$ cat src/rtl/mips_pkg.sv
// mips_pkg: shared MIPS definitions used by the multiply/divide unit.
package mips_pkg;
  typedef enum logic [1:0] {
    MD_MULT  = 2'b00,
    MD_MULTU = 2'b01,
    MD_DIV   = 2'b10,
    MD_DIVU  = 2'b11
  } muldiv_op_t;
  localparam int MD_ITER = 32;
endpackage

$ cat src/rtl/muldiv_unit.sv
// muldiv_unit: iterative 32x32 multiply/divide with architectural HI/LO registers.
module muldiv_unit
  import mips_pkg::*;
(
  input  logic        clk,
  input  logic        rst_n,
  input  logic        start,
  input  muldiv_op_t  op,
  input  logic [31:0] a,
  input  logic [31:0] b,
  input  logic        mthi,
  input  logic        mtlo,
  input  logic        flush,
  output logic        busy,
  output logic        done,
  output logic [31:0] hi,
  output logic [31:0] lo
);
  typedef enum logic [1:0] {IDLE = 2'd0, RUN = 2'd1, FIX = 2'd2} md_state_t;
  md_state_t   r_state;
  logic        r_div, r_neg, r_neg_rem, r_dz, r_done;
  logic [4:0]  r_cnt;
  logic [31:0] r_a, r_mcand, r_hi, r_lo;
  logic [63:0] r_acc;
  logic [32:0] r_rem;
  logic        w_signed, w_qok;
  logic [31:0] w_abs_a, w_abs_b, w_q, w_r, w_fix_hi, w_fix_lo;
  logic [32:0] w_sum, w_rsh;
  logic [33:0] w_diff;
  logic [63:0] w_prod;
  assign w_signed = (op == MD_MULT) || (op == MD_DIV);
  assign w_abs_a  = (w_signed && a[31]) ? -a : a;
  assign w_abs_b  = (w_signed && b[31]) ? -b : b;
  // Multiply: low half of acc is the multiplier, product shifts in from the top.
  assign w_sum    = {1'b0, r_acc[63:32]} + (r_acc[0] ? {1'b0, r_mcand} : 33'd0);
  // Divide: low half of acc shifts dividend bits out and quotient bits in.
  assign w_rsh    = {r_rem[31:0], r_acc[31]};
  assign w_diff   = {1'b0, w_rsh} - {2'b0, r_mcand};
  assign w_qok    = ~w_diff[33];
  assign w_prod   = r_neg ? -r_acc : r_acc;
  assign w_q      = r_neg ? -r_acc[31:0] : r_acc[31:0];
  assign w_r      = r_neg_rem ? -r_rem[31:0] : r_rem[31:0];
  assign w_fix_hi = r_div ? (r_dz ? r_a : w_r) : w_prod[63:32];
  assign w_fix_lo = r_div ? (r_dz ? 32'hFFFF_FFFF : w_q) : w_prod[31:0];
  always_ff @(posedge clk) begin
    if (!rst_n) begin
      r_state <= IDLE;
      r_cnt   <= '0;
      r_done  <= 1'b0;
      r_hi    <= '0;
      r_lo    <= '0;
    end else begin
      r_done <= 1'b0;
      if (r_state == IDLE && mthi) r_hi <= a;
      if (r_state == IDLE && mtlo) r_lo <= a;
      if (flush) begin
        r_state <= IDLE;
        r_cnt   <= '0;
      end else if (r_state == IDLE && start) begin
        r_div     <= op[1];
        r_neg     <= w_signed && (a[31] ^ b[31]);
        r_neg_rem <= w_signed && a[31];
        r_dz      <= (b == 32'd0);
        r_a       <= a;
        r_mcand   <= w_abs_b;
        r_acc     <= {32'd0, w_abs_a};
        r_rem     <= '0;
        r_cnt     <= '0;
        r_state   <= RUN;
      end else if (r_state == RUN) begin
        r_acc   <= r_div ? {r_acc[63:32], r_acc[30:0], w_qok} : {w_sum, r_acc[31:1]};
        r_rem   <= w_qok ? w_diff[32:0] : w_rsh;
        r_cnt   <= r_cnt + 5'd1;
        r_state <= (r_cnt == 5'(MD_ITER - 1)) ? FIX : RUN;
      end else if (r_state == FIX) begin
        r_hi    <= w_fix_hi;
        r_lo    <= w_fix_lo;
        r_done  <= 1'b1;
        r_state <= IDLE;
      end
    end
  end
  assign busy = (r_state != IDLE);
  assign done = r_done;
  assign hi   = r_hi;
  assign lo   = r_lo;
endmodule

$ cat config.mk
export PLATFORM = sky130hd
export DESIGN_NAME = muldiv_unit
export DESIGN_NICKNAME = d
export VERILOG_FILES = /design/src/rtl/mips_pkg.sv /design/src/rtl/muldiv_unit.sv
export SDC_FILE = /design/constraint.sdc
export NUM_CORES = 1
export LEC_CHECK = 0
export ABC_CLOCK_PERIOD_IN_PS = 4900
export BUFFER_PORTS_ARGS = -buffer_cell sky130_fd_sc_hd__buf_2
export CORE_ASPECT_RATIO = 1.4
export CORE_MARGIN = 4
export CORE_UTILIZATION = 35
export CTS_CLUSTER_SIZE = 30
export DETAILED_ROUTE_END_ITERATION = 10
export HOLD_SLACK_MARGIN = 0.08
export PLACE_DENSITY = 0.6
export SYNTH_ARGS = -nofsm -noshare
export SYNTH_HDL_FRONTEND = slang
export SYNTH_SLANG_ARGS = --single-unit
$ cat constraint.sdc
create_clock -name clk -period 4.9 [get_ports clk]
set_input_delay 0 -clock clk [delete_from_list [all_inputs] [get_ports clk]]
set_output_delay 0 -clock clk [all_outputs]
set_load 0.1 [all_outputs]
==> results of run 1 <==
## worst max-delay path: cells and delay by family (launching register included)
family                     cells  cell delay [ns]
muxes                          1             0.25
buffers and inverters          1             0.31
DFF                            1             0.46
and+or+nand+nor                1             0.11
adders and majority gates      1             0.35
AOI/OAI and AO/OA              8             2.29
## kinds of logic after synthesis
group | Yosys count | synth area share
adders and majority gates | 75 | 0.0564
and+or+nand+nor | 524 | 0.150
DFF | 236 | 0.377
muxes | 136 | 0.0849
buffers and inverters | 153 | 0.0347
AOI/OAI and AO/OA | 526 | 0.192
xor gates and xnor gates | 204 | 0.106
## per-stage QoR
step	instance area (um2)	total power, mW
detailed placement	18300	3.49
floorplan	16900	3.18
finish	20000	5.56
global route	20000	5.78
global placement	18300	3.47
CTS	20000	5.61
## layout make-up
| type | count | area, um2 |
|---|---|---|
| clock buffers | 40 | 817 |
| fillers | 4721 | 27900 |
| clock inverters | 8 | 70.1 |
| flip-flops and latches | 236 | 6370 |
| multi-input cells | 1465 | 10000 |
| well taps | 630 | 788 |
| repair buffers | 244 | 1740 |
| inverters | 61 | 229 |
## how the worst min path moves through the flow
stage	from	to	cells past startpoint
detailed placement	op[1]	r_div	1
CTS	rst_n	hi[30]	4
global route	b[1]	r_mcand[1]	3
global placement	op[1]	r_div	1
finish	b[1]	r_mcand[1]	3
floorplan	a[0]	r_a[0]	0
## synth_stat cells (4+ instances only)
cell type	instances	area, um2
nor4_2	4	50.1
a211oi_1	16	120
and2_1	7	43.8
nand2_1	141	529
nand4_1	12	75.1
o21a_1	13	97.6
a21o_1	26	195
dfxtp_1	72	1440
o41ai_2	4	65.1
o41ai_1	23	201
nor2_1	175	657
mux2i_1	77	771
nor4b_1	4	35.0
ha_1	73	913
and3_1	7	43.8
a31oi_1	12	75.1
a221oi_1	11	96.3
nand3b_1	5	37.5
buf_1	13	48.8
mux2_2	59	664
o21bai_1	6	45.0
nor3_1	34	170
o211ai_1	7	52.6
inv_1	61	229
a2111oi_0	4	35.0
or2_2	7	43.8
or4_1	10	75.1
or3_1	13	81.3
nand2b_1	29	181
nor2b_1	16	100
xor2_1	107	937
o211a_1	5	50.1
a21oi_1	143	716
clkbuf_1	75	282
xnor2_1	97	850
nand3_1	28	140
o21ai_0	198	991
or4_4	5	56.3
o31ai_1	33	248
nor4_1	13	81.3
edfxtp_1	164	4920
## layer usage
layer	track usage	routed length, um	up-vias
li1	-	-	7154
met1	0.235	21700	7048
met2	0.363	27200	354
met3	0.0191	2100	78
met4	0.0710	1870	0
met5	0	0	-
## flip-flops by register name, indices dropped and copies added, names as in the netlist, 2 cells and up
signal   count
r_acc       64
hi          32
lo          32
r_a         32
r_mcand     32
r_rem       32
r_cnt        5
r_state      2
## repair_timing
item / 4_1_cts / 5_1_grt
setup buffers: 0 / 0
hold endpoints to repair: 152 / 0
hold buffers: 87 / 0
## power by group
group | total (mW) | switching [mW] | leakage (nW) | internal, mW
registers | 2.33 | 0.0864 | 2.11 | 2.24
logic | 1.19 | 0.766 | 5.22 | 0.421
clock network | 2.04 | 0.841 | 0.443 | 1.20
==> summary.txt, run 1 <==
Setup path
  • R2r worst-path depth: 12
  • Category of the most critical setup path: reg2reg
  • Worst reg2reg setup slack: 0.87 ns
  • CP max stage delay: 0.62 ns
  • Reg-to-reg endpoint: r_acc[62]
  • Required time worst endpoint: 5.17 ns
  • Critical Path AT: about 4.3 ns
  • First element of the critical path: r_acc[0]
  • Beginning of the worst register-to-register path: r_acc[0]
  • Worst path slowest cell: o41ai_1
  • CP endpoint: r_acc[62]
  • Maximum fanout count along the critical path: 9
  • Capturing element type of the critical path: flip-flop
  • Worst path cell trace: inv_1 > nor2_1 > ha_1 > o21ai_0 > o21ai_1 > a221oi_1 > o41ai_2 > a221o_1 > a21oi_1 > o41ai_1 > mux2i_1 > o2111ai_1
  • Category of the worst setup path launch point: flip-flop

Synth
  • Synthesized Nets: 2001
  • Synthesized area divided by synthesized cell count: 9.12 um2
  • Portion of the post-synthesis area used by sequential elements: 0.377
  • Synth cell types: 70
  • Warnings, synthesis: 0
  • Post-synth EDFFs: 164
  • Most common flop cell mapped by yosys: edfxtp_1
  • Async set or reset register ratio after synthesis: 0
  • Synthesized instance count: 1854
  • Synthesized flop and latch total: 236
  • Cell area after synthesis: 0.0169 mm2

Floorplanning
  • X dimension of the die: roughly 190 um
  • Initial standard-cell utilization of the core: 0.353
  • DIE AREA: 0.0519 mm2
  • Placeable core region: 0.0479 mm2
  • Top-level port count: ~140
  • Number of placement rows: 95
  • Overall die height: ~270 um

CTS
  • Clock buffers created by TritonCTS: 26
  • Clock-pin slew reported for the worst setup and hold paths after clock tree synthesis: 0.06 ns
  • Number of cells upsized or downsized after cts: 0
  • Worst-case clock buffer depth: 3
  • Clock network latency to the later pin of the worst-skew pair: between 0.5 and 0.6 ns
  • H-tree level count: 1
  • Master cell of the clock root buffer: clkbuf_16
  • TritonCTS clock tree: done
  • Clk sink count: 236

Place
  • Number of port buffers: 137
  • Number of cells in the design after placement: 2549
  • Setup slack after placement: 0.957 ns
  • GPL Wtd Cong: 0.866
  • DP HPWL: 40000 um

STA
  • Total count of hold-check failures in the final report: 0
  • Clock skew after layout: 0.0151 ns
  • Max Clk Rate: 248 MHz
  • Min Hold Slack: between 0.1 and 0.15 ns
  • Fin worst setup slack: just under 0.9 ns
  • Rel. slew slack: 0.225
  • Final-report max-slew violation count: 0
  • Min Tclk post-route: between 4 and 5 ns
  • Worst Max-Slew Pin Slew: 1.16 ns
  • RSZ-0062 raised after global routing: false
  • Setup TNS after final layout: 0 ns
  • Final critical-path share of the clock period: 0.822
  • Total of endpoints with negative setup slack in the final report: 0

Detailed routing
  • Final wirelength: about 53000 um
  • Detailed Routing Iterations Pass 1: 5
  • Via count normalized by instance count: 5.45
  • Detail-routed net length per standard cell: 19.7 um
  • Vias after detailed routing: 14634
  • Remaining number of nets flagged by the antenna check after routing: 0
  • First DRT Iteration DRCs: roughly 830
  • DRC violations left: 0

Outcome
  • Status: completed

Cells and area
  • Leading cell type in the layout, fill and taps excluded: o21ai_0
  • Share of layout cells above drive strength 1: 0.144
  • Final Util: 0.418
  • Area overhead of the layout relative to synthesis: 18.4%
  • N_diodes: 0
  • Number of nets in the layout: 2181
  • Commonest cells after routing, fill and taps aside: o21ai_0, nor2_1, edfxtp_1
  • Final Non-Filler Cells: 2684

Min path
  • Class of the tightest hold or removal check: in2reg

Global routing
  • Sum of overflow across all layers after global routing: 0
  • Pin count of the biggest net entering global routing: 94
  • Wire length of the first global-routing pass: slightly above 80000 um
  • Combined global-route utilization of all metal layers: 0.195
  • Initial antenna violation count: 0
  • Vias in the first global route: 14626

Power
  • Standby leakage power: 7.77 nW
  • Worst IR Drop VDD: approximately 0.00019 V
  • Power per standard cell area: about 280 mW/mm2

Job
  • Reported max-cap violation count: 0
Note: power is estimated with default switching activity, not from simulation.
==> inputs of run 2 (changes only) <==
--- a/config.mk
+++ b/config.mk
@@ -5,7 +5,8 @@
 export SDC_FILE = /design/constraint.sdc
 export NUM_CORES = 1
 export LEC_CHECK = 0
-export ABC_CLOCK_PERIOD_IN_PS = 4900
+export ABC_AREA = 1
+export ABC_CLOCK_PERIOD_IN_PS = 3400
 export BUFFER_PORTS_ARGS = -buffer_cell sky130_fd_sc_hd__buf_2
 export CORE_ASPECT_RATIO = 1.4
 export CORE_MARGIN = 4
@@ -13,7 +14,7 @@
 export CTS_CLUSTER_SIZE = 30
 export DETAILED_ROUTE_END_ITERATION = 10
 export HOLD_SLACK_MARGIN = 0.08
-export PLACE_DENSITY = 0.6
+export PLACE_DENSITY = 0.62
 export SYNTH_ARGS = -nofsm -noshare
 export SYNTH_HDL_FRONTEND = slang
 export SYNTH_SLANG_ARGS = --single-unit
==> constraint.sdc (replaced) <==
create_clock -name clk -period 3.4 [get_ports clk]
set_input_delay 0 -clock clk [delete_from_list [all_inputs] [get_ports clk]]
set_output_delay 0 -clock clk [all_outputs]
set_load 0.1 [all_outputs]
==> run 2 against run 1 <==
Net effect: register-to-register slack worse by 0.23 ns; combinational power is 70% higher; wire length is 52% higher; non-clock buffer count is 28 higher; area after synthesis is 13% higher; largest cell class unchanged; highest routed layer unchanged; largest power group unchanged; sequential power is 45% higher; die area is 12% higher; clock power is 43% higher; via count is 41% higher; synthesized cell count is 56% higher; critical path depth stayed put.
==> summary.txt, run 2 <==
Synth
  • Synthesized Nets: between 3000 and 4000
  • Adder-cell share of the synthesized area: 0.0500
  • Most common flop cell mapped by yosys: edfxtp_1
  • Synthesized area divided by synthesized cell count: 6.60 um2
  • Post-synth top area share: 0.258
  • Most common cell in the netlist: nand2_1
  • Portion of the post-synthesis area used by sequential elements: 0.334
  • Synthesized instance count: 2889
  • Synth cell types: 52
  • Synthesized flop and latch total: 236
  • Async set or reset register ratio after synthesis: 0
  • Post-synth EDFFs: 164
  • Simple-gate portion of the synthesized area: 0.332
  • Parity-gate share of the synthesized area counting xor and xnor cells: 0.0390
  • Commonest cells post-synth: nand2_1, nor2_1, inv_1
  • Compound-cell area share of the yosys netlist: 0.157
  • Combinational family with the most area after synthesis: simple AND/OR/NAND/NOR gates
  • Warnings, synthesis: 0
  • Cell area after synthesis: between 0.015 and 0.02 mm2
  • Most area-consuming cells after synthesis: edfxtp_1, nand2_1, nor2_1
  • Most area-hungry cell type in the Yosys netlist: edfxtp_1
  • Post-synthesis mux area share: 0

Floorplanning
  • Number of placement rows: 101
  • Top-level port count: approximately 140
  • Placeable core region: approximately 0.054 mm2
  • DIE AREA: 0.0584 mm2
  • Initial standard-cell utilization of the core: 0.353
  • X dimension of the die: 205 um
  • Overall die height: 284 um

Global routing
  • Initial antenna violation count: 0
  • Combined global-route utilization of all metal layers: 0.265
  • Sum of overflow across all layers after global routing: 0
  • Wire length of the first global-routing pass: approximately 120000 um
  • Vias in the first global route: 19624
  • Pin count of the biggest net entering global routing: 65

STA
  • Final critical-path share of the clock period: 0.813
  • Max Clk Rate: approximately 360 MHz
  • Worst Max-Slew Pin Slew: roughly 0.95 ns
  • Setup TNS after final layout: 0 ns
  • Clock skew after layout: roughly 0.016 ns
  • Final-report max-slew violation count: 0
  • Min Tclk post-route: 2.76 ns
  • Total count of hold-check failures in the final report: 0
  • Rel. slew slack: 0.360
  • Min Hold Slack: 0.177 ns
  • RSZ-0062 raised after global routing: false
  • Total of endpoints with negative setup slack in the final report: 0

Setup path
  • R2r worst-path depth: 12
  • Required time worst endpoint: ~3.7 ns
  • Path length in cells of the critical path: 12
  • Bufs and invs on worst path: 3
  • Category of the worst setup path launch point: flip-flop
  • Most common cell on crit path: a21oi_1
  • CP max stage delay: 0.42 ns
  • Category of the most critical setup path: reg2reg
  • Critical Path AT: 3.08 ns
  • Maximum fanout count along the critical path: 33
  • Worst path cell trace: buf_12 > nand2_1 > inv_1 > ha_1 > a21oi_1 > o21ai_0 > a21oi_1 > inv_1 > nand2_1 > nand3_1 > o21ai_0 > a21oi_1
  • Top Family by Delay on Critical Path: compound AO/OA/AOI/OAI gates
  • Worst path slowest cell: edfxtp_1
  • Capturing element type of the critical path: flip-flop

Place
  • Placement-stage cell area: 0.0207 mm2
  • GPL Wtd Cong: 1.03
  • DP HPWL: 63100 um
  • Number of port buffers: between 100 and 150

Cells and area
  • Leading cell type in the layout, fill and taps excluded: nand2_1
  • Filler cells: 5820
  • Post-route design area: between 0.02 and 0.025 mm2
  • Share of layout cells above drive strength 1: 0.0907
  • Area overhead of the layout relative to synthesis: 17.7%
  • Largest register FFs: 64
  • Commonest cells after routing, fill and taps aside: nand2_1, nor2_1, inv_1
  • Number of nets in the layout: roughly 3200
  • Largest Register: r_acc

Power
  • Power per standard cell area: 371 mW/mm2
  • Post-route total power: 8.34 mW
  • Worst IR Drop VDD: roughly 0.00036 V
  • Standby leakage power: between 9 and 10 nW

Detailed routing
  • Remaining number of nets flagged by the antenna check after routing: 0
  • Via count normalized by instance count: 5.37
  • Detail-routed net length per standard cell: 20.9 um
  • Final wirelength: 80200 um
  • First DRT Iteration DRCs: around 1700
  • DRC violations left: 0
  • Detailed Routing Iterations Pass 1: 9
  • Vias after detailed routing: around 21000

CTS
  • Setup repair bufs after CTS: 0
  • Master cell of the clock root buffer: clkbuf_16
  • Hold buffer count at cts: 93
  • Clock buffers created by TritonCTS: 27
  • TritonCTS clock tree: done
  • Clock network latency to the later pin of the worst-skew pair: 0.57 ns
  • Number of cells upsized or downsized after cts: 0
  • Clock-pin slew reported for the worst setup and hold paths after clock tree synthesis: 0.06 ns
  • H-tree level count: 1
  • Worst-case clock buffer depth: 3
  • Clk sink count: roughly 240

Job
  • Reported max-cap violation count: 0

Min path
  • Hold path cells: 2
  • Class of the tightest hold or removal check: in2reg

Outcome
  • Status: completed
-- run 2: metal layers --
| metal | share of wire | track usage | vias to the layer above |
|---|---|---|---|
| met2 | 0.47 | 0.453 | 958 |
| met3 | 0.072 | 0.0276 | 257 |
| li1 | - | - | 9989 |
| met5 | 0 | 0 | - |
| met1 | 0.37 | 0.314 | 9452 |
| met4 | 0.080 | 0.172 | 0 |
-- run 2: area by class of cell --
| class | count | area, um2 | share of cell area |
|---|---|---|---|
| diodes | 1 | 2.50 | 0.000111 |
| clock buffers | 38 | 769 | 0.0343 |
| clock inverters | 11 | 78.8 | 0.00351 |
| inverters | 343 | 1290 | 0.0574 |
| multi-input cells | 2221 | 11000 | 0.492 |
| flip-flops and latches | 236 | 6370 | 0.284 |
| well taps | 721 | 902 | 0.0402 |
| repair buffers | 272 | 1990 | 0.0888 |
-- run 2: worst paths after layout --
kind | start | end | slack, ns
min reg2reg | r_cnt[4] | r_cnt[4] | 0.47
min | op[1] | r_div | 0.18
max reg2reg | r_acc[0] | r_acc[55] | 0.64
max | r_acc[0] | r_acc[55] | 0.64
-- run 2: per-stage QoR --
stage,utilization,worst slack (ns),std cells
after floorplan,-,0.276,2889
after global placement,0.382,0.690,3700
after detailed placement,0.382,0.676,3700
after CTS,0.415,0.673,3842
after global routing,0.415,0.351,3842
final,0.415,0.637,3843
-- run 2: cells by family after synthesis --
| logic type | Yosys count |
|---|---|
| AOI/OAI and AO/OA | 543 |
| xor gates and xnor gates | 85 |
| adders and majority gates | 75 |
| buffers and inverters | 432 |
| DFF | 236 |
| and+or+nand+nor | 1518 |
-- run 2: power breakdown --
| part | internal (mW) | switching, mW | total [mW] | leakage [nW] |
|---|---|---|---|---|
| sequential | 3.24 | 0.154 | 3.39 | 2.11 |
| clock | 1.65 | 1.27 | 2.92 | 0.418 |
| combinational | 0.589 | 1.43 | 2.02 | 7.44 |
| total | 5.48 | 2.86 | 8.34 | 9.97 |
==> inputs of run 3 (changes only) <==
--- a/config.mk
+++ b/config.mk
@@ -6,7 +6,7 @@
 export NUM_CORES = 1
 export LEC_CHECK = 0
 export ABC_AREA = 1
-export ABC_CLOCK_PERIOD_IN_PS = 3400
+export ABC_CLOCK_PERIOD_IN_PS = 2300
 export BUFFER_PORTS_ARGS = -buffer_cell sky130_fd_sc_hd__buf_2
 export CORE_ASPECT_RATIO = 1.4
 export CORE_MARGIN = 4
==> constraint.sdc (replaced) <==
create_clock -name clk -period 2.3 [get_ports clk]
set_input_delay 0 -clock clk [delete_from_list [all_inputs] [get_ports clk]]
set_output_delay 0 -clock clk [all_outputs]
set_load 0.1 [all_outputs]
==> run 3 against run 2 <==
Net effect: the run now ends with setup timing left; maximum frequency grew 15%; clock power grew 70%; worst hold slack got worse by 0.033 ns; sequential cell count is the same; wire length up 8.2%; clock skew rose by 0.015 ns; global-route usage up 1.5 points; register-to-register slack worse by 0.75 ns; via count is 9.1% higher; sequential power rose by 47%; cell area rose by 26%; critical path type unchanged; largest power group unchanged.
==> summary.txt, run 3 (synthesis results as in run 2) <==
Cells and area
  • Largest Register: r_acc
  • Largest register FFs: 64
  • Final Non-Filler Cells: 4287
  • N_diodes: 0
  • Post-route design area: between 0.02 and 0.03 mm2
  • Leading cell type in the layout, fill and taps excluded: nand2_1
  • Commonest cells after routing, fill and taps aside: nand2_1, buf_4, nor2_1
  • Share of layout cells above drive strength 1: 0.309
  • Area overhead of the layout relative to synthesis: 47.8%
  • Number of nets in the layout: 3691

Detailed routing
  • First DRT Iteration DRCs: 1875
  • Detail-routed net length per standard cell: 20.2 um
  • Remaining number of nets flagged by the antenna check after routing: 0
  • Final wirelength: ~87000 um
  • DRC violations left: 0
  • Detailed Routing Iterations Pass 1: 6
  • Via count normalized by instance count: 5.26
  • Vias after detailed routing: roughly 23000

Setup path
  • Critical Path AT: approximately 2.7 ns
  • Category of the most critical setup path: reg2reg
  • Capturing element type of the critical path: flip-flop
  • Category of the worst setup path launch point: flip-flop
  • Required time worst endpoint: between 2 and 3 ns
  • Maximum fanout count along the critical path: 5

STA
  • Rel. slew slack: 0.581
  • Total count of hold-check failures in the final report: 0
  • Min Tclk post-route: 2.41 ns
  • Fin worst setup slack: -0.112 ns
  • Clock skew after layout: around 0.031 ns
  • Max Clk Rate: 415 MHz
  • Total of endpoints with negative setup slack in the final report: 43
  • Final critical-path share of the clock period: 1.05
  • Final-report max-slew violation count: 0
  • Worst Max-Slew Pin Slew: around 0.63 ns
  • RSZ-0062 raised after global routing: true

Floorplanning
  • X dimension of the die: 205 um
  • Initial standard-cell utilization of the core: 0.353
  • Number of placement rows: 101
  • Top-level port count: roughly 140
  • Placeable core region: 0.0541 mm2
  • DIE AREA: 0.0584 mm2
  • Overall die height: 284 um

CTS
  • Worst-case clock buffer depth: 3
  • Master cell of the clock root buffer: clkbuf_16
  • Clock buffers created by TritonCTS: 28
  • TritonCTS clock tree: done
  • Clock network latency to the later pin of the worst-skew pair: around 0.6 ns
  • Clk sink count: 236
  • Clock-pin slew reported for the worst setup and hold paths after clock tree synthesis: 0.06 ns
  • H-tree level count: 1

Place
  • DP HPWL: 67500 um
  • Setup slack after placement: -0.299 ns
  • Placement-stage cell area: 0.0238 mm2
  • Number of port buffers: 137
  • GPL Wtd Cong: between 1 and 1.5
  • Number of cells in the design after placement: 4097

Global routing
  • Initial antenna violation count: 1
  • Pin count of the biggest net entering global routing: 64
  • Vias in the first global route: about 21000
  • Sum of overflow across all layers after global routing: 0
  • Wire length of the first global-routing pass: 125000 um
  • Combined global-route utilization of all metal layers: 0.280

Power
  • Post-route total power: 13.9 mW
  • Worst IR Drop VDD: 0.000561 V
  • Standby leakage power: 12.5 nW
  • Power per standard cell area: 494 mW/mm2

Job
  • Reported max-cap violation count: 0

Outcome
  • Violated checks: setup timing
  • Status: finished, violations left

Min path
  • Class of the tightest hold or removal check: in2reg
==> run 3: cell count changes in the layout (fill, tap and decap cells not counted), sizes merged <==
cell,change
buf,+442
clkinvlp,+4
diode,-1
clkbuf,+3
inv,+1
bufinv,+2
clkinv,-5
dlygate4sd3,-2
==> run 3: cell type report <==
| class | instances | area (um2) |
|---|---|---|
| clock inverters | 13 | 155 |
| well taps | 721 | 902 |
| flip-flops and latches | 236 | 6370 |
| repair buffers | 714 | 5560 |
| clock buffers | 39 | 858 |
| multi-input cells | 2221 | 13100 |
| inverters | 343 | 1300 |
| fillers | 5297 | 25900 |
==> run 3: worst paths after layout <==
path	start	to	slack (ns)	cells past startpoint
min	op[1]	r_div	0.14	2
min reg2reg	r_cnt[4]	r_cnt[4]	0.48	2
max reg2reg	r_mcand[12]	r_rem[27]	-0.11	14
max	r_mcand[12]	r_rem[27]	-0.11	14
==> run 3: per-stage QoR <==
stage	setup TNS (ns)	hold slack [ns]	util
after global routing	-6.28	0.146	0.522
after global placement	-5.90	0.200	0.440
after CTS	-0.241	0.126	0.495
after detailed placement	-7.60	0.191	0.440
final	-1.87	0.144	0.522
after floorplan	-0.00427	0.0989	-
==> run 3: per-layer routing <==
layer / GRT usage / up-vias / routed length (um)
li1: - / 10901 / -
met1: 0.325 / 10306 / 31900
met2: 0.480 / 991 / 41700
met3: 0.0270 / 336 / 5610
met4: 0.194 / 0 / 7560
met5: 0 / - / 0
==> run 3: worst max-delay path: stages, from the launching register on <==
cell and delay [ns]:
edfxtp_1 0.50, inv_2 0.12, ha_4 0.23, a21oi_4 0.16, inv_2 0.06, a21oi_4 0.14, nor2_2 0.06, nor2_2 0.10
nand2_1 0.08, nand2_2 0.08, nand3_4 0.16, buf_12 0.19, buf_6 0.11, o21ai_2 0.11, nor2_1 0.05
==> run 3: what timing repair did <==
item	in CTS	in global routing
setup endpoints to repair	73	95
hold buffers	91	0
endpoints found under the hold margin	119	0
cloned	2	2
pin swaps	34	75
resized for setup	198	317
buffers inserted	21	25
==> run 3: power by group <==
group | total (mW) | switching (mW) | internal (mW)
clock | 4.97 | 2.03 | 2.95
combinational | 4.00 | 2.49 | 1.50
sequential | 4.97 | 0.184 | 4.79
